--- src/rtl/fft_frame_packer_if.sv ---
// ---------------------------------------------------------------------------
// fft_sink_if
// Avalon-ST sink bundle of the streaming FFT core, as seen by its feeder.
//   fft_valid   : beat valid (sink_valid)
//   fft_ready   : core can accept a beat (sink_ready)
//   fft_sop     : first beat of a frame
//   fft_eop     : last beat of a frame
//   fft_error   : sink_error
//   fft_real    : real part of the sample
//   fft_imag    : imaginary part of the sample
//   fft_pts     : frame length (fftpts_in)
//   fft_inverse : inverse-transform select
// Modports: master = feeder side (drives everything but fft_ready),
//           slave  = FFT core side.
// ---------------------------------------------------------------------------
interface fft_sink_if #(
    parameter int DATA_W = 14,
    parameter int PTS_W  = 11
);
    logic              fft_valid;
    logic              fft_ready;
    logic              fft_sop;
    logic              fft_eop;
    logic [1:0]        fft_error;
    logic [DATA_W-1:0] fft_real;
    logic [DATA_W-1:0] fft_imag;
    logic [PTS_W-1:0]  fft_pts;
    logic              fft_inverse;

    modport master (
        output fft_valid, fft_sop, fft_eop, fft_error,
               fft_real, fft_imag, fft_pts, fft_inverse,
        input  fft_ready
    );

    modport slave (
        input  fft_valid, fft_sop, fft_eop, fft_error,
               fft_real, fft_imag, fft_pts, fft_inverse,
        output fft_ready
    );
endinterface

--- src/rtl/fft_frame_packer.sv ---
// ---------------------------------------------------------------------------
// fft_frame_packer
// Feeds the streaming FFT core from a real ADC sample stream. Samples go
// through a 2**FIFO_AW deep first-word-fall-through FIFO and leave as
// sop/eop framed packets of frame_len beats (imag, error, inverse all zero).
// Samples arriving while the FIFO is full and not being read are dropped and
// reported with a one-cycle overflow pulse.
//
// Ports
//   clk          : clock
//   reset_n      : synchronous active-low reset
//   enable_i     : 1 = start/continue framing, 0 = stop after current frame
//   adc_valid_i  : ADC sample strobe
//   adc_data_i   : ADC sample, signed
//   frame_len_i  : requested frame length, sampled at frame start
//   snk          : FFT sink bundle (fft_sink_if.master)
//   overflow_o   : one-cycle pulse per dropped sample
//   busy_o       : high while streaming a frame
//   drop_cnt_o   : saturating drop counter (only with FFT_PACK_DROP_CNT_EN)
//
// Build option: define FFT_PACK_DROP_CNT_EN to add drop_cnt_o.
// ---------------------------------------------------------------------------
module fft_frame_packer #(
    parameter int DATA_W  = 14,
    parameter int PTS_W   = 11,
    parameter int FIFO_AW = 4,
    parameter int MAX_PTS = 1024
) (
    input  logic              clk,
    input  logic              reset_n,
    input  logic              enable_i,
    input  logic              adc_valid_i,
    input  logic [DATA_W-1:0] adc_data_i,
    input  logic [PTS_W-1:0]  frame_len_i,
    fft_sink_if.master        snk,
    output logic              overflow_o,
    output logic              busy_o
`ifdef FFT_PACK_DROP_CNT_EN
    ,
    output logic [15:0]       drop_cnt_o
`endif
);

    localparam int                 DEPTH   = 1 << FIFO_AW;
    localparam logic [PTS_W-1:0]   PTS_ONE = PTS_W'(1);
    localparam logic [FIFO_AW:0]   PTR_ONE = (FIFO_AW+1)'(1);

    typedef enum logic [0:0] {
        S_IDLE   = 1'b0,
        S_STREAM = 1'b1
    } state_t;

    // Only the FFT core's supported sizes pass; anything else runs at full size.
    function automatic logic [PTS_W-1:0] legal_pts(input logic [PTS_W-1:0] len);
        case (len)
            PTS_W'(64), PTS_W'(128), PTS_W'(256),
            PTS_W'(512), PTS_W'(1024): legal_pts = len;
            default:                   legal_pts = PTS_W'(MAX_PTS);
        endcase
    endfunction

    state_t             state_q, state_d;
    logic [PTS_W-1:0]   cnt_q, cnt_d;
    logic [PTS_W-1:0]   pts_q, pts_d;
    logic               overflow_q;
    logic [FIFO_AW:0]   wr_ptr_q, rd_ptr_q;
    logic [DATA_W-1:0]  mem_q [DEPTH];

    logic empty_s, full_s, valid_s, rd_hs_s, wr_req_s, wr_en_s, drop_s, last_s;

    assign empty_s  = (wr_ptr_q == rd_ptr_q);
    assign full_s   = (wr_ptr_q[FIFO_AW] != rd_ptr_q[FIFO_AW]) &&
                      (wr_ptr_q[FIFO_AW-1:0] == rd_ptr_q[FIFO_AW-1:0]);
    assign valid_s  = (state_q == S_STREAM) && !empty_s;
    assign rd_hs_s  = valid_s && snk.fft_ready;
    // Intake stays open until the running frame's eop even after enable drops.
    assign wr_req_s = adc_valid_i && (enable_i || (state_q == S_STREAM));
    // A full FIFO still takes the sample when a beat leaves in the same cycle.
    assign wr_en_s  = wr_req_s && (!full_s || rd_hs_s);
    assign drop_s   = wr_req_s && !wr_en_s;
    assign last_s   = (cnt_q == (pts_q - PTS_ONE));

    // Next-state logic: frame start, beat counting and end-of-frame decision
    always_comb begin
        state_d = state_q;
        cnt_d   = cnt_q;
        pts_d   = pts_q;
        case (state_q)
            S_IDLE: begin
                if (enable_i) begin
                    pts_d   = legal_pts(frame_len_i);
                    cnt_d   = '0;
                    state_d = S_STREAM;
                end else begin
                    state_d = S_IDLE;
                end
            end
            S_STREAM: begin
                if (rd_hs_s) begin
                    if (last_s) begin
                        cnt_d = '0;
                        if (enable_i) begin
                            pts_d   = legal_pts(frame_len_i);
                            state_d = S_STREAM;
                        end else begin
                            state_d = S_IDLE;
                        end
                    end else begin
                        cnt_d = cnt_q + PTS_ONE;
                    end
                end else begin
                    cnt_d = cnt_q;
                end
            end
            default: begin
                state_d = S_IDLE;
                cnt_d   = '0;
            end
        endcase
    end

    // Control registers
    always_ff @(posedge clk) begin
        if (!reset_n) begin
            state_q    <= S_IDLE;
            cnt_q      <= '0;
            pts_q      <= PTS_W'(MAX_PTS);
            overflow_q <= 1'b0;
        end else begin
            state_q    <= state_d;
            cnt_q      <= cnt_d;
            pts_q      <= pts_d;
            overflow_q <= drop_s;
        end
    end

    // FIFO pointers; the extra MSB separates full from empty
    always_ff @(posedge clk) begin
        if (!reset_n) begin
            wr_ptr_q <= '0;
            rd_ptr_q <= '0;
        end else begin
            if (wr_en_s) wr_ptr_q <= wr_ptr_q + PTR_ONE;
            else         wr_ptr_q <= wr_ptr_q;
            if (rd_hs_s) rd_ptr_q <= rd_ptr_q + PTR_ONE;
            else         rd_ptr_q <= rd_ptr_q;
        end
    end

    // FIFO storage; contents need no reset since outputs are gated by valid
    always_ff @(posedge clk) begin
        if (wr_en_s) mem_q[wr_ptr_q[FIFO_AW-1:0]] <= adc_data_i;
    end

    // Sink outputs; data is forced to zero whenever no beat is offered
    always_comb begin
        snk.fft_valid   = valid_s;
        snk.fft_sop     = valid_s && (cnt_q == '0);
        snk.fft_eop     = valid_s && last_s;
        snk.fft_error   = 2'b00;
        snk.fft_real    = valid_s ? mem_q[rd_ptr_q[FIFO_AW-1:0]] : '0;
        snk.fft_imag    = '0;
        snk.fft_pts     = pts_q;
        snk.fft_inverse = 1'b0;
        overflow_o      = overflow_q;
        busy_o          = (state_q == S_STREAM);
    end

`ifdef FFT_PACK_DROP_CNT_EN
    logic        enable_q;
    logic        clr_arm_q;
    logic [15:0] drop_cnt_q;
    logic        sop_hs_s;

    assign sop_hs_s = rd_hs_s && (cnt_q == '0);

    // Drop counter: armed to clear by an enable rise, cleared at the next sop beat
    always_ff @(posedge clk) begin
        if (!reset_n) begin
            enable_q   <= 1'b0;
            clr_arm_q  <= 1'b0;
            drop_cnt_q <= 16'd0;
        end else begin
            enable_q <= enable_i;
            if (enable_i && !enable_q) clr_arm_q <= 1'b1;
            else if (sop_hs_s)         clr_arm_q <= 1'b0;
            else                       clr_arm_q <= clr_arm_q;
            if (clr_arm_q && sop_hs_s)
                drop_cnt_q <= {15'd0, drop_s};
            else if (drop_s && (drop_cnt_q != 16'hFFFF))
                drop_cnt_q <= drop_cnt_q + 16'd1;
            else
                drop_cnt_q <= drop_cnt_q;
        end
    end

    assign drop_cnt_o = drop_cnt_q;
`endif

endmodule
--- src/flat_wrapper.sv ---
// flat-port wrapper written by rule: the top's interface ports become plain ports
module fft_frame_packer_flat 
#(
    parameter int DATA_W  = 14,
    parameter int PTS_W   = 11,
    parameter int FIFO_AW = 4,
    parameter int MAX_PTS = 1024
)
  (clk, reset_n, enable_i, adc_valid_i, adc_data_i, frame_len_i, overflow_o, busy_o, snk_fft_valid, snk_fft_sop, snk_fft_eop, snk_fft_error, snk_fft_real, snk_fft_imag, snk_fft_pts, snk_fft_inverse, snk_fft_ready);
  fft_sink_if #(.DATA_W(DATA_W), .PTS_W(PTS_W)) snk_i ();
  input  logic clk;
  input  logic reset_n;
  input  logic enable_i;
  input  logic adc_valid_i;
  input  logic [DATA_W-1:0] adc_data_i;
  input  logic [PTS_W-1:0] frame_len_i;
  output logic overflow_o;
  output logic busy_o;
  output wire logic [$bits(snk_i.fft_valid)-1:0] snk_fft_valid;
  output wire logic [$bits(snk_i.fft_sop)-1:0] snk_fft_sop;
  output wire logic [$bits(snk_i.fft_eop)-1:0] snk_fft_eop;
  output wire logic [$bits(snk_i.fft_error)-1:0] snk_fft_error;
  output wire logic [$bits(snk_i.fft_real)-1:0] snk_fft_real;
  output wire logic [$bits(snk_i.fft_imag)-1:0] snk_fft_imag;
  output wire logic [$bits(snk_i.fft_pts)-1:0] snk_fft_pts;
  output wire logic [$bits(snk_i.fft_inverse)-1:0] snk_fft_inverse;
  input wire logic [$bits(snk_i.fft_ready)-1:0] snk_fft_ready;
  assign snk_fft_valid = snk_i.fft_valid;
  assign snk_fft_sop = snk_i.fft_sop;
  assign snk_fft_eop = snk_i.fft_eop;
  assign snk_fft_error = snk_i.fft_error;
  assign snk_fft_real = snk_i.fft_real;
  assign snk_fft_imag = snk_i.fft_imag;
  assign snk_fft_pts = snk_i.fft_pts;
  assign snk_fft_inverse = snk_i.fft_inverse;
  assign snk_i.fft_ready = snk_fft_ready;
  fft_frame_packer #(.DATA_W(DATA_W), .PTS_W(PTS_W), .FIFO_AW(FIFO_AW), .MAX_PTS(MAX_PTS)) u_core (.clk(clk), .reset_n(reset_n), .enable_i(enable_i), .adc_valid_i(adc_valid_i), .adc_data_i(adc_data_i), .frame_len_i(frame_len_i), .snk(snk_i), .overflow_o(overflow_o), .busy_o(busy_o));
endmodule
--- config.mk ---
export PLATFORM = sky130hd
export DESIGN_NAME = fft_frame_packer_flat
export DESIGN_NICKNAME = d
export VERILOG_FILES = /design/src/rtl/fft_frame_packer_if.sv /design/src/rtl/fft_frame_packer.sv /design/src/flat_wrapper.sv
export SDC_FILE = /design/constraint.sdc
export NUM_CORES = 1
export LEC_CHECK = 0
export BUFFER_PORTS_ARGS = -buffer_cell sky130_fd_sc_hd__buf_2
export CAP_MARGIN = 5
export CORE_ASPECT_RATIO = 1.1
export CORE_MARGIN = 3
export CORE_UTILIZATION = 60
export DETAILED_ROUTE_END_ITERATION = 6
export GPL_ROUTABILITY_DRIVEN = 0
export PLACE_DENSITY = 0.79
export REMOVE_ABC_BUFFERS = 1
export SYNTH_ARGS = -nofsm -noshare
export SYNTH_HDL_FRONTEND = slang
export SYNTH_SLANG_ARGS = --single-unit
--- constraint.sdc ---
create_clock -name clk -period 3.6 [get_ports clk]
set_input_delay 0.72 -clock clk [delete_from_list [all_inputs] [get_ports clk]]
set_output_delay 0.72 -clock clk [all_outputs]
set_load 0.05 [all_outputs]
# Word-level counts from Yosys, hierarchy flattened
# Memory sizes are Yosys's and may differ from the RTL's. A register that Yosys moved wholly into a read port is not among the register bits.
# Index checks and enable logic that the tools add are counted.
# W data, S select, Z words.
# classes
addsub	4
n_eq_ne	12
muxes	18
bitwise	1
reduce_logical	17
# op_table
cell	count
$mux W11	7
$pmux W11 S2	2
$mux W14	1
$add A11 B1 Y11 const B	1
$eq A11 B10 Y1 const B	1
$eq A11 B11 Y1	1
$eq A11 B11 Y1 const B	1
$eq A11 B7 Y1 const B	1
$eq A11 B8 Y1 const B	1
$eq A11 B9 Y1 const B	1
$logic_not A11 Y1	1
$sub A11 B1 Y11 const B	1
$add A5 B1 Y5 const B	2
$logic_and A1 B1 Y1	8
$mux W4	2
$ne A2 B2 Y1 const B	3
$eq A5 B5 Y1	1
$mux W1	5
$reduce_or A5 Y1	1
$eq A4 B4 Y1	1
$reduce_and A2 Y1	2
$logic_not A1 Y1	3
$logic_or A1 B1 Y1	2
$pmux W1 S2	1
other kinds (2)	2
# word_totals
register_bits	34
mem_bits_rw	224
inputBits	30
elab_cells	59
mem_count	1
# memory_table
memory	words	width	read_ports	rd_clocked_by_memory_dff	wr	line_no	source
u_core.mem_q	16	14	1	1	1	fft_frame_packer.sv:67	logic [DATA_W-1:0] mem_q [DEPTH];

# Logic depth before layout (Yosys ltp)
# Gate-level depths: netlist of the first run.
# depth
word_depth	8
mapped_depth	12

# Least setup slack after synthesis of the first run
# OpenSTA, ideal clock, no wires.
# synth_timing
path_type	flip-flop to output port
from	register u_core.pts_q[0] (netlist: u_core.snk.fft_pts[0])
to	output port snk_fft_eop
arrival_ps	2849
t_required_ps	2880
path_slack_ps	31
stages_incl_launch_ff	11
path_buffers	2
cell_sequence	dfxtp_1 > clkbuf_1 > inv_1 > ha_1 > clkbuf_1 > or4_1 > mux2i_1 > a311oi_1 > nor2_1 > nand4_1 > nor2_1
# synth_between
elab_chain_cells	3
# synth_lines
item	line_no	source
start, declared	fft_frame_packer.sv:64	logic [PTS_W-1:0] pts_q, pts_d;
start signal, assigned	fft_frame_packer.sv:127	pts_q <= PTS_W'(MAX_PTS);
start signal, assigned	fft_frame_packer.sv:132	pts_q <= pts_d;
$sub A11 B1 Y11	fft_frame_packer.sv:81	assign last_s = (cnt_q == (pts_q - PTS_ONE));
$eq A11 B11 Y1	fft_frame_packer.sv:81	
$logic_and A1 B1 Y1	fft_frame_packer.sv:159	snk.fft_eop = valid_s && last_s;
end, declared	flat_wrapper.sv:21	output wire logic [$bits(snk_i.fft_eop)-1:0] snk_fft_eop;
# Every way passes these cells.

==> out/qor.csv, run 1 <==
stage;metric;value;unit
outcome;status;finished, violations left;
outcome;violations;design-rule violations;
yosys;yosysTopAreaCell;edfxtp_1;
cells_and_area;drive_gt1_frac;0.296;
route;drcViolationCount;1;
floorplan;die_h;147;um
floorplan;initial_core_util;0.625;
power;powerDensity;502;mW/mm2
yosys;syn_area;0.0109;mm2
timing;maxSlewHeadroom;0.474;
critical_path;end_kind;output port;
critical_path;crit_slowest_cell;mux4_2;
route;wirelength;24.3;mm
yosys;ys_seq_area_frac;0.689;
yosys;yosysMostFrequentCell;edfxtp_1;
critical_path;critPathMaxStageDelay;0.54;ns
timing;setup_ws;0.118;ns
cells_and_area;n_antenna_cell;0;
critical_path;regToRegEndpoint;u_core.cnt_q[6];
yosys;yosys_register_bits;262;
cts;post-cts-setup-buffer-count;0;
timing;fin_crit;3.48;ns
global_routing;grt_overflow;0;
placed_design;dp_hpwl;13.8;mm
cts;clock_sink_count;262;
critical_path;cpMostUsedCell;mux4_2;
cts;clkLatencyLatePin;0.52;ns
floorplan;fp.dieW;134;um
timing;setup_viol;0;
critical_path;crit_type;reg2out;
min_path;holdCritStartpoint;adc_valid_i;
cts;ctsHoldBuffers;0;
route;via_per_inst;6.41;
min_path;hold_path_end;u_core.overflow_o;
global_routing;antenna_found_initial;1;
cts;clock_path_buffers;3;
timing;clock_skew;0.00819;ns
route;avgRoutedWirePerCell;25.4;um
cts;cts_max_level;1;
cells_and_area;fin_cells;956;
critical_path;crit_arrival;2.76;ns
run;max_cap_violations;0;
critical_path;rrSetupSlack;0.51;ns
cts;cts_tree;built;
cells_and_area;fill_cells;1083;
timing;post-route-period-util;0.967;
timing;slew_violations;0;
global_routing;grt_util_all_layers;0.248;
cts;cts_made_buffers;26;
timing;fmax;0.287;GHz
cts;cts-root-buf;clkbuf_16;
cells_and_area;nets;743;
route;antenna_left;0;
yosys;yosys-top-cells-count;edfxtp_1, mux4_2, dfxtp_1;
placed_design;io_buffers;59;
min_path;min_path_type;in2reg;
yosys;synthArstFlopShare;0;
yosys;ys.flop_type;edfxtp_1;
yosys;synth_top_area_frac;0.619;
route;via_count;6124;
power;p_leak;4.19;nW
floorplan;dieArea;0.0198;mm2
global_routing;grt_start_max_net_pins;57;
power;finalPower;0.00619;W
min_path;whs_path_depth;2;
cells_and_area;syn2layout_area_growth;13.5;%
yosys;synthTopCellsByArea;edfxtp_1, mux4_2, dfxtp_1;
critical_path;cp-start-kind;flop;
global_routing;grt_pass1_wl;36.6;mm
yosys;syn-instance-count;622;
critical_path;cp_max_fo;23;
floorplan;ios;77;
critical_path;timing.rr.start;u_core.snk.fft_pts[1];
yosys;synth_edf_count;224;
cts;clkTransAtPathRegs;0.06;ns
yosys;yosys_warnings;0;
timing;hold_violations;0;
critical_path;crit_family;multiplexers;
critical_path;path_cells;buf_12, mux4_2, mux4_2, and3_1, buf_2;
floorplan;rows;50;
power;ir_worst_vdd;0.431;mV
critical_path;worstPathRequired;2.88;ns
yosys;synth_cell_types;52;
floorplan;core_region_area;0.0174;mm2
placed_design;post-place-ws;0.413;ns
route;drtIter0Drc;513;
placed_design;place_inst;911;
global_routing;first_global_vias;6164;
route;drtPass1Iterations;7;
critical_path;crit_buf_inv;2;
timing;rsz0062_at_grt;no;
yosys;syn-mean-instance-area;17.5;um2
critical_path;rr_worst_depth;9;
timing;max_slew.worst_pin.slew;0.786;ns
-- timing repair --
| action | CTS | global route |
|---|---|---|
| resized for setup | 2 | 6 |
| endpoints found under the setup margin | 1 | 1 |
| pin swaps | 0 | 1 |
-- through the flow --
step / instance area (um2) / hold WS, ns / setup TNS (ns) / util
global route: 12300 / 0.470 / 0 / 0.709
detailed placement: 11500 / 0.480 / 0 / 0.662
global placement: 11500 / 0.480 / 0 / 0.662
floorplan: 10700 / 0.477 / -13.80 / -
finish: 12300 / 0.476 / 0 / 0.709
CTS: 12300 / 0.461 / 0 / 0.708
-- sequential cells by signal (all words and copies together) (netlist names), named ones only --
signal / cells
u_core.cnt_q: 11
u_core.wr_ptr_q: 5
u_core.busy_o: 1
u_core.snk.fft_pts: 11
u_core.rd_ptr_q: 5
u_core.mem_q: 224
u_core.overflow_o: 1
-- worst max path at each step --
stage          slack [ns]  cells past startpoint                to                  start
6_report             0.12                      5   snk_fft_real[9]                   flop
5_1_grt              0.02                      5  snk_fft_real[10]                   flop
4_1_cts              0.02                      9       snk_fft_eop  u_core.snk.fft_pts[0]
3_5_place_dp         0.41                      9       snk_fft_eop  u_core.snk.fft_pts[0]
3_3_place_gp         0.53                      9       snk_fft_eop  u_core.snk.fft_pts[0]
2_1_floorplan       -0.99                      3   snk_fft_real[0]                   flop
-- layout by cell type (no fill, tap or decap), types with 9 or more instances in the layout --
cell and count:
and3_1 15, buf_2 58, buf_4 24, clkbuf_16 27
conb_1 17, dfxtp_1 35, edfxtp_1 224, inv_1 16
mux4_2 70, nand2_1 19, nor2_1 36, nor4_1 12
o21ai_0 9, xnor2_1 18, xor2_1 14
-- report_power, final --
| part | leakage [nW] | total [W] | internal (W) | switching [W] |
|---|---|---|---|---|
| registers | 2.33 | 0.00334 | 0.00332 | 0.0000165 |
| clock network | 0.372 | 0.00248 | 0.00144 | 0.00104 |
| logic | 1.49 | 0.000378 | 0.000129 | 0.000249 |
| total | 4.19 | 0.00619 | 0.00488 | 0.00131 |
-- final cells by class --
class | instances | area (um2) | area share
Sequential cell | 262 | 7490 | 0.608
Tap cell | 234 | 293 | 0.0237
Multi-Input combinational cell | 314 | 3180 | 0.258
Clock buffer | 35 | 706 | 0.0572
Inverter | 16 | 60.1 | 0.00487
Clock inverter | 10 | 73.8 | 0.00599
Timing Repair Buffer | 85 | 531 | 0.0430
-- cell families after synthesis --
group / after synthesis / share of synthesized area
flops: 262 / 0.689
simple gates: 141 / 0.0699
fa+ha+maj: 8 / 0.00921
xor+xnor: 32 / 0.0258
buf+inv: 62 / 0.0288
mux: 72 / 0.147
compound gates: 44 / 0.0298
other cells: 1 / 0.000345
-- metal layers --
metal,part of all wire,GRT usage
met5,0.00054,0
met4,0.035,0.0860
met3,0.10,0.0503
met2,0.49,0.413
met1,0.37,0.331
Power figures use the tool's default switching activity.
==> inputs of run 2 (changes only) <==
==> constraint.sdc (replaced) <==
create_clock -name clk -period 3.6 [get_ports clk]
set_input_delay 0.72 -clock clk [delete_from_list [all_inputs] [get_ports clk]]
set_output_delay 0.72 -clock clk [all_outputs]
set_load 0.02 [all_outputs]
==> out/qor.csv, run 2 (synthesis results as in run 1) <==
stage;metric;value;unit;change
floorplan;ios;77;;unchanged
min_path;whs_path_depth;2;;unchanged
global_routing;grt_util_all_layers;0.251;;+0.00336
cells_and_area;multiInputGateArea;0.00317;mm2;-0.16%
timing;max_slew.worst_pin.slew;0.640;ns;-0.146 ns
global_routing;grt_overflow;0;;unchanged
global_routing;first_global_vias;6327;;+2.6%
route;wirelength;24.5;mm;+0.77%
cells_and_area;largest_register_ffs;224;;unchanged
timing;hold_ws;0.474;ns;-0.00223 ns
cells_and_area;syn2layout_area_growth;14.0;%;
route;via_count;6116;;-0.13%
placed_design;io_buffers;59;;unchanged
route;wl_met3;1.97;mm;-20%
floorplan;rows;50;;unchanged
cts;clock_sink_count;262;;unchanged
timing;setup_ws;0.174;ns;+0.0562 ns
cells_and_area;stdcell_area;0.0124;mm2;+0.42%
global_routing;antenna_found_initial;2;;+1
route;via_per_inst;6.36;;-0.75%
critical_path;crit_arrival;2.71;ns;-0.05 ns
cts;cts_max_level;1;;unchanged
min_path;holdCritStartpoint;adc_valid_i;;
cts;cts-root-buf;clkbuf_16;;
timing;fmax;0.292;GHz;+1.6%
power;powerDensity;495;mW/mm2;-1.3%
critical_path;cp_max_fo;18;;-22%
timing;fin_crit;3.43;ns;-0.0562 ns
min_path;min_path_type;in2reg;;
critical_path;cp-start-kind;flop;;
floorplan;die_h;147;um;unchanged
route;top_layer_used;met5;;
critical_path;end_kind;output port;;
cts;clkLatencyLatePin;0.51;ns;about the same
run;max_cap_violations;0;;unchanged
route;drt-met1-wl;9.27;mm;+3.2%
route;drtPass1Iterations;5;;-2
cts;cts_tree;built;;
timing;maxSlewHeadroom;0.572;;+0.0978
route;wl_met2;12.3;mm;+2.3%
route;antenna_left;0;;unchanged
cts;clkTransAtPathRegs;0.06;ns;about the same
cts;ctsHoldBuffers;0;;unchanged
route;drcViolationCount;0;;-1
cells_and_area;drive_gt1_frac;0.302;;+0.00580
floorplan;core_region_area;0.0174;mm2;unchanged
global_routing;grt_pass1_wl;37.2;mm;+1.5%
timing;hold_violations;0;;unchanged
timing;setup_viol;0;;unchanged
power;p_leak;4.22;nW;+0.78%
cells_and_area;final_cell_mix;edfxtp_1, mux4_2, buf_2;;
cts;cts_made_buffers;26;;unchanged
floorplan;dieArea;0.0198;mm2;unchanged
placed_design;dp_hpwl;13.9;mm;+0.49%
critical_path;timing.rr.start;u_core.snk.fft_pts[0];;
route;drtIter0Drc;508;;-0.97%
power;ir_worst_vdd;0.525;mV;+22%
route;avgRoutedWirePerCell;25.5;um;+0.14%
placed_design;place_area;0.0115;mm2;+0.26%
cells_and_area;final_common_cell;edfxtp_1;;
outcome;status;complete, no violations;;
timing;clock_skew;0.00899;ns;+0.000801 ns
critical_path;worstPathRequired;2.88;ns;about the same
cells_and_area;nets;746;;+0.40%
timing;rsz0062_at_grt;no;;
cts;clock_path_buffers;3;;unchanged
critical_path;crit_type;reg2out;;
timing;slew_violations;0;;unchanged
global_routing;grt_start_max_net_pins;23;;-60%
timing;post-route-period-util;0.952;;-0.0156
cells_and_area;n_antenna_cell;0;;unchanged
critical_path;rr_worst_depth;9;;unchanged
cells_and_area;final_util;0.712;;+0.00295
cells_and_area;seq_area;0.00749;mm2;about the same
cells_and_area;fill_cells;1106;;+2.1%
floorplan;initial_core_util;0.625;;unchanged
placed_design;post-place-ws;0.379;ns;-0.0343 ns
floorplan;fp.dieW;134;um;unchanged
[run 2: cell types whose count changed in the layout (fill, tap and decap cells not counted), moves of 3 or more]
cell / delta
clkinv_2: +4
clkinv_1: +3
buf_12: +3
clkbuf_1: -5
[run 2: final cells by class]
type                    instances  area share
repair buffers                 88      0.0475
well taps                     234      0.0236
clock buffers                  30      0.0555
flip-flops and latches        262       0.605
inverters                      16     0.00485
clock inverters                18     0.00748
multi-input cells             314       0.256
[run 2: path summary, 6_finish.rpt]
| kind | end | slack [ns] |
|---|---|---|
| setup / recovery | snk_fft_real[9] | 0.17 |
| hold / removal | u_core.overflow_o | 0.47 |
| setup reg to reg | u_core.cnt_q[5] | 0.52 |
| hold reg to reg | u_core.snk.fft_pts[10] | 0.51 |
[run 2: where the power goes]
group / switching, W / internal [W]
sequential: 0.0000192 / 0.00332
combinational: 0.000199 / 0.000133
clock: 0.00110 / 0.00137
total: 0.00132 / 0.00482
[run 2: worst max-delay path, cell delays in order, from the launching register on]
cell and delay, ns:
dfxtp_2 0.70, buf_12 0.25, mux4_2 0.31, mux4_2 0.50, and3_1 0.24, buf_2 0.17
[run 2: metrics by stage]
stage | TNS, ns | std cells | total power, W
after floorplan | -12.35 | 592 | 0.00359
after global placement | 0 | 910 | 0.00371
after detailed placement | 0 | 910 | 0.00372
after CTS | 0 | 958 | 0.00616
after global routing | 0 | 962 | 0.00633
final | 0 | 962 | 0.00614
[run 2: repair_timing]
item                                   CTS  global route
setup endpoints to repair                1             4
setup buffers                            0             4
resized for setup                        1             3
endpoints found under the hold margin    0             0
gates cloned                             0             0
[run 2: routing by layer]
metal / GRT usage / vias to the layer above
li1: - / 2616
met1: 0.330 / 3080
met2: 0.416 / 341
met3: 0.0483 / 75
met4: 0.108 / 4
met5: 0 / -
==> inputs of run 3 (changes only) <==
--- a/config.mk
+++ b/config.mk
@@ -10,6 +10,7 @@
 export CORE_ASPECT_RATIO = 1.1
 export CORE_MARGIN = 3
 export CORE_UTILIZATION = 60
+export CTS_BUF_LIST = sky130_fd_sc_hd__clkbuf_4 sky130_fd_sc_hd__clkbuf_8
 export DETAILED_ROUTE_END_ITERATION = 6
 export GPL_ROUTABILITY_DRIVEN = 0
 export PLACE_DENSITY = 0.79
==> out/qor.csv, run 3 (synthesis results as in run 1) <==
stage;metric;value;unit;change
outcome;status;complete, no violations;;
global_routing;grt_start_max_net_pins;23;;unchanged
min_path;whs_path_depth;2;;unchanged
placed_design;post-place-ws;0.379;ns;unchanged
cells_and_area;final_cell_mix;edfxtp_1, mux4_2, buf_2;;
timing;max_slew.worst_pin.slew;0.635;ns;-0.00474 ns
critical_path;crit_slowest_cell;dfxtp_4;;
critical_path;crit_buf_inv;2;;unchanged
timing;fin_crit;3.50;ns;+0.0707 ns
power;p_leak;4.26;nW;+0.89%
critical_path;path_cells;buf_12, mux4_2, mux4_2, and3_1, buf_2;;
floorplan;ios;77;;unchanged
critical_path;cpMostUsedCell;mux4_2;;
critical_path;end_kind;output port;;
route;via_count;6154;;+0.62%
cts;clock_sink_count;262;;unchanged
route;via_per_inst;6.25;;-1.6%
floorplan;dieArea;0.0198;mm2;unchanged
cts;clock_path_buffers;3;;unchanged
critical_path;rrSetupSlack;0.50;ns;-0.02 ns
global_routing;grt_overflow;0;;unchanged
critical_path;cp-start-kind;flop;;
route;drcViolationCount;0;;unchanged
cts;clkTransAtPathRegs;0.06;ns;about the same
cells_and_area;nets;757;;+1.5%
critical_path;critPathMaxStageDelay;0.56;ns;-0.14 ns
run;max_cap_violations;0;;unchanged
power;ir_worst_vdd;0.472;mV;-10%
cells_and_area;syn2layout_area_growth;14.1;%;
floorplan;die_h;147;um;unchanged
cts;cts_max_level;2;;+1
timing;fmax;0.286;GHz;-2.0%
global_routing;antenna_found_initial;2;;unchanged
cells_and_area;fill_cells;1102;;-0.36%
timing;clock_skew;0.0158;ns;+0.00684 ns
route;wirelength;23.3;mm;-4.8%
cells_and_area;seq_area;0.00749;mm2;unchanged
route;avgRoutedWirePerCell;23.7;um;-6.9%
route;drtPass1Iterations;5;;unchanged
route;drtIter0Drc;537;;+5.7%
placed_design;io_buffers;59;;unchanged
placed_design;place_inst;910;;unchanged
global_routing;grt_util_all_layers;0.242;;-0.00980
cells_and_area;final_util;0.713;;+0.000864
critical_path;cp_max_fo;21;;+3
cts;post-cts-setup-buffer-count;0;;unchanged
global_routing;first_global_vias;6385;;+0.92%
timing;slew_violations;0;;unchanged
critical_path;crit_family;multiplexers;;
min_path;holdCritStartpoint;adc_valid_i;;
cells_and_area;multiInputGateArea;0.00317;mm2;unchanged
critical_path;worstPathRequired;2.88;ns;about the same
cells_and_area;final_common_cell;edfxtp_1;;
cts;cts-root-buf;clkbuf_8;;
cells_and_area;drive_gt1_frac;0.329;;+0.0271
critical_path;crit_arrival;2.78;ns;+0.07 ns
timing;hold_violations;0;;unchanged
timing;fin_setup_tns;0;ns;unchanged
timing;post-route-period-util;0.971;;+0.0196
cts;ctsHoldBuffers;0;;unchanged
cts;post_cts_resized;1;;unchanged
power;powerDensity;495;mW/mm2;about the same
cts;cts_made_buffers;41;;+58%
floorplan;rows;50;;unchanged
critical_path;regToRegEndpoint;u_core.cnt_q[5];;
timing;rsz0062_at_grt;no;;
timing;setup_viol;0;;unchanged
cells_and_area;fin_cells;984;;+2.3%
min_path;hold_path_end;u_core.overflow_o;;
placed_design;dp_hpwl;13.9;mm;unchanged
route;antenna_left;0;;unchanged
critical_path;rr_worst_depth;9;;unchanged
critical_path;crit_type;reg2out;;
cells_and_area;n_antenna_cell;0;;unchanged
cts;clkLatencyLatePin;0.55;ns;+0.04 ns
min_path;min_path_type;in2reg;;
global_routing;grt_pass1_wl;35.9;mm;-3.3%
floorplan;core_region_area;0.0174;mm2;unchanged
floorplan;fp.dieW;134;um;unchanged
cells_and_area;largest_register_ffs;224;;unchanged
critical_path;timing.rr.start;u_core.snk.fft_pts[0];;
timing;maxSlewHeadroom;0.575;;+0.00318
timing;setup_ws;0.103;ns;-0.0707 ns
floorplan;initial_core_util;0.625;;unchanged
cts;cts_tree;built;;
[run 3: worst max path at each step]
| stage | startpoint | slack [ns] | cells after the start | end |
|---|---|---|---|---|
| detailed placement | u_core.snk.fft_pts[0] | 0.38 | 9 | u_core.cnt_q[5] |
| global placement | u_core.snk.fft_pts[0] | 0.62 | 9 | snk_fft_eop |
| floorplan | flop | -0.88 | 3 | snk_fft_real[0] |
| CTS | u_core.snk.fft_pts[0] | 0.04 | 9 | snk_fft_eop |
| global route | flop | 0.001 | 5 | snk_fft_real[10] |
| finish | flop | 0.10 | 5 | snk_fft_real[9] |
[run 3: cell type report]
class / instances / share of cell area
well taps: 234 / 0.0236
clock buffers: 61 / 0.0596
inverters: 16 / 0.00484
repair buffers: 84 / 0.0450
flip-flops and latches: 262 / 0.604
multi-input cells: 314 / 0.256
clock inverters: 13 / 0.00686
[run 3: report_power, final]
group	internal (W)	total [W]	switching, W	leakage (nW)
Clock	0.00139	0.00248	0.00109	0.440
Sequential	0.00332	0.00334	0.0000216	2.33
Combinational	0.000129	0.000317	0.000188	1.49
[run 3: metal layers]
metal | up-vias | wire length [um] | track usage
li1 | 2633 | - | -
met1 | 3116 | 8820 | 0.320
met2 | 344 | 11700 | 0.398
met3 | 57 | 2050 | 0.0493
met4 | 4 | 727 | 0.0973
met5 | - | 21 | 0
[run 3: worst register-to-register path: cells and delay by family (launching register included)]
family	cells	cell delay (ns)
buf+inv	1	0.13
fa+ha+maj	1	0.21
compound gates	1	0.54
flops	1	0.39
simple gates	6	1.67
[run 3: stage by stage]
step	hold WS [ns]	area (um2)	power (W)
finish	0.455	12400	0.00614
global route	0.454	12400	0.00634
CTS	0.436	12400	0.00618
detailed placement	0.490	11500	0.00372
global placement	0.471	11500	0.00371
floorplan	0.477	10700	0.00359
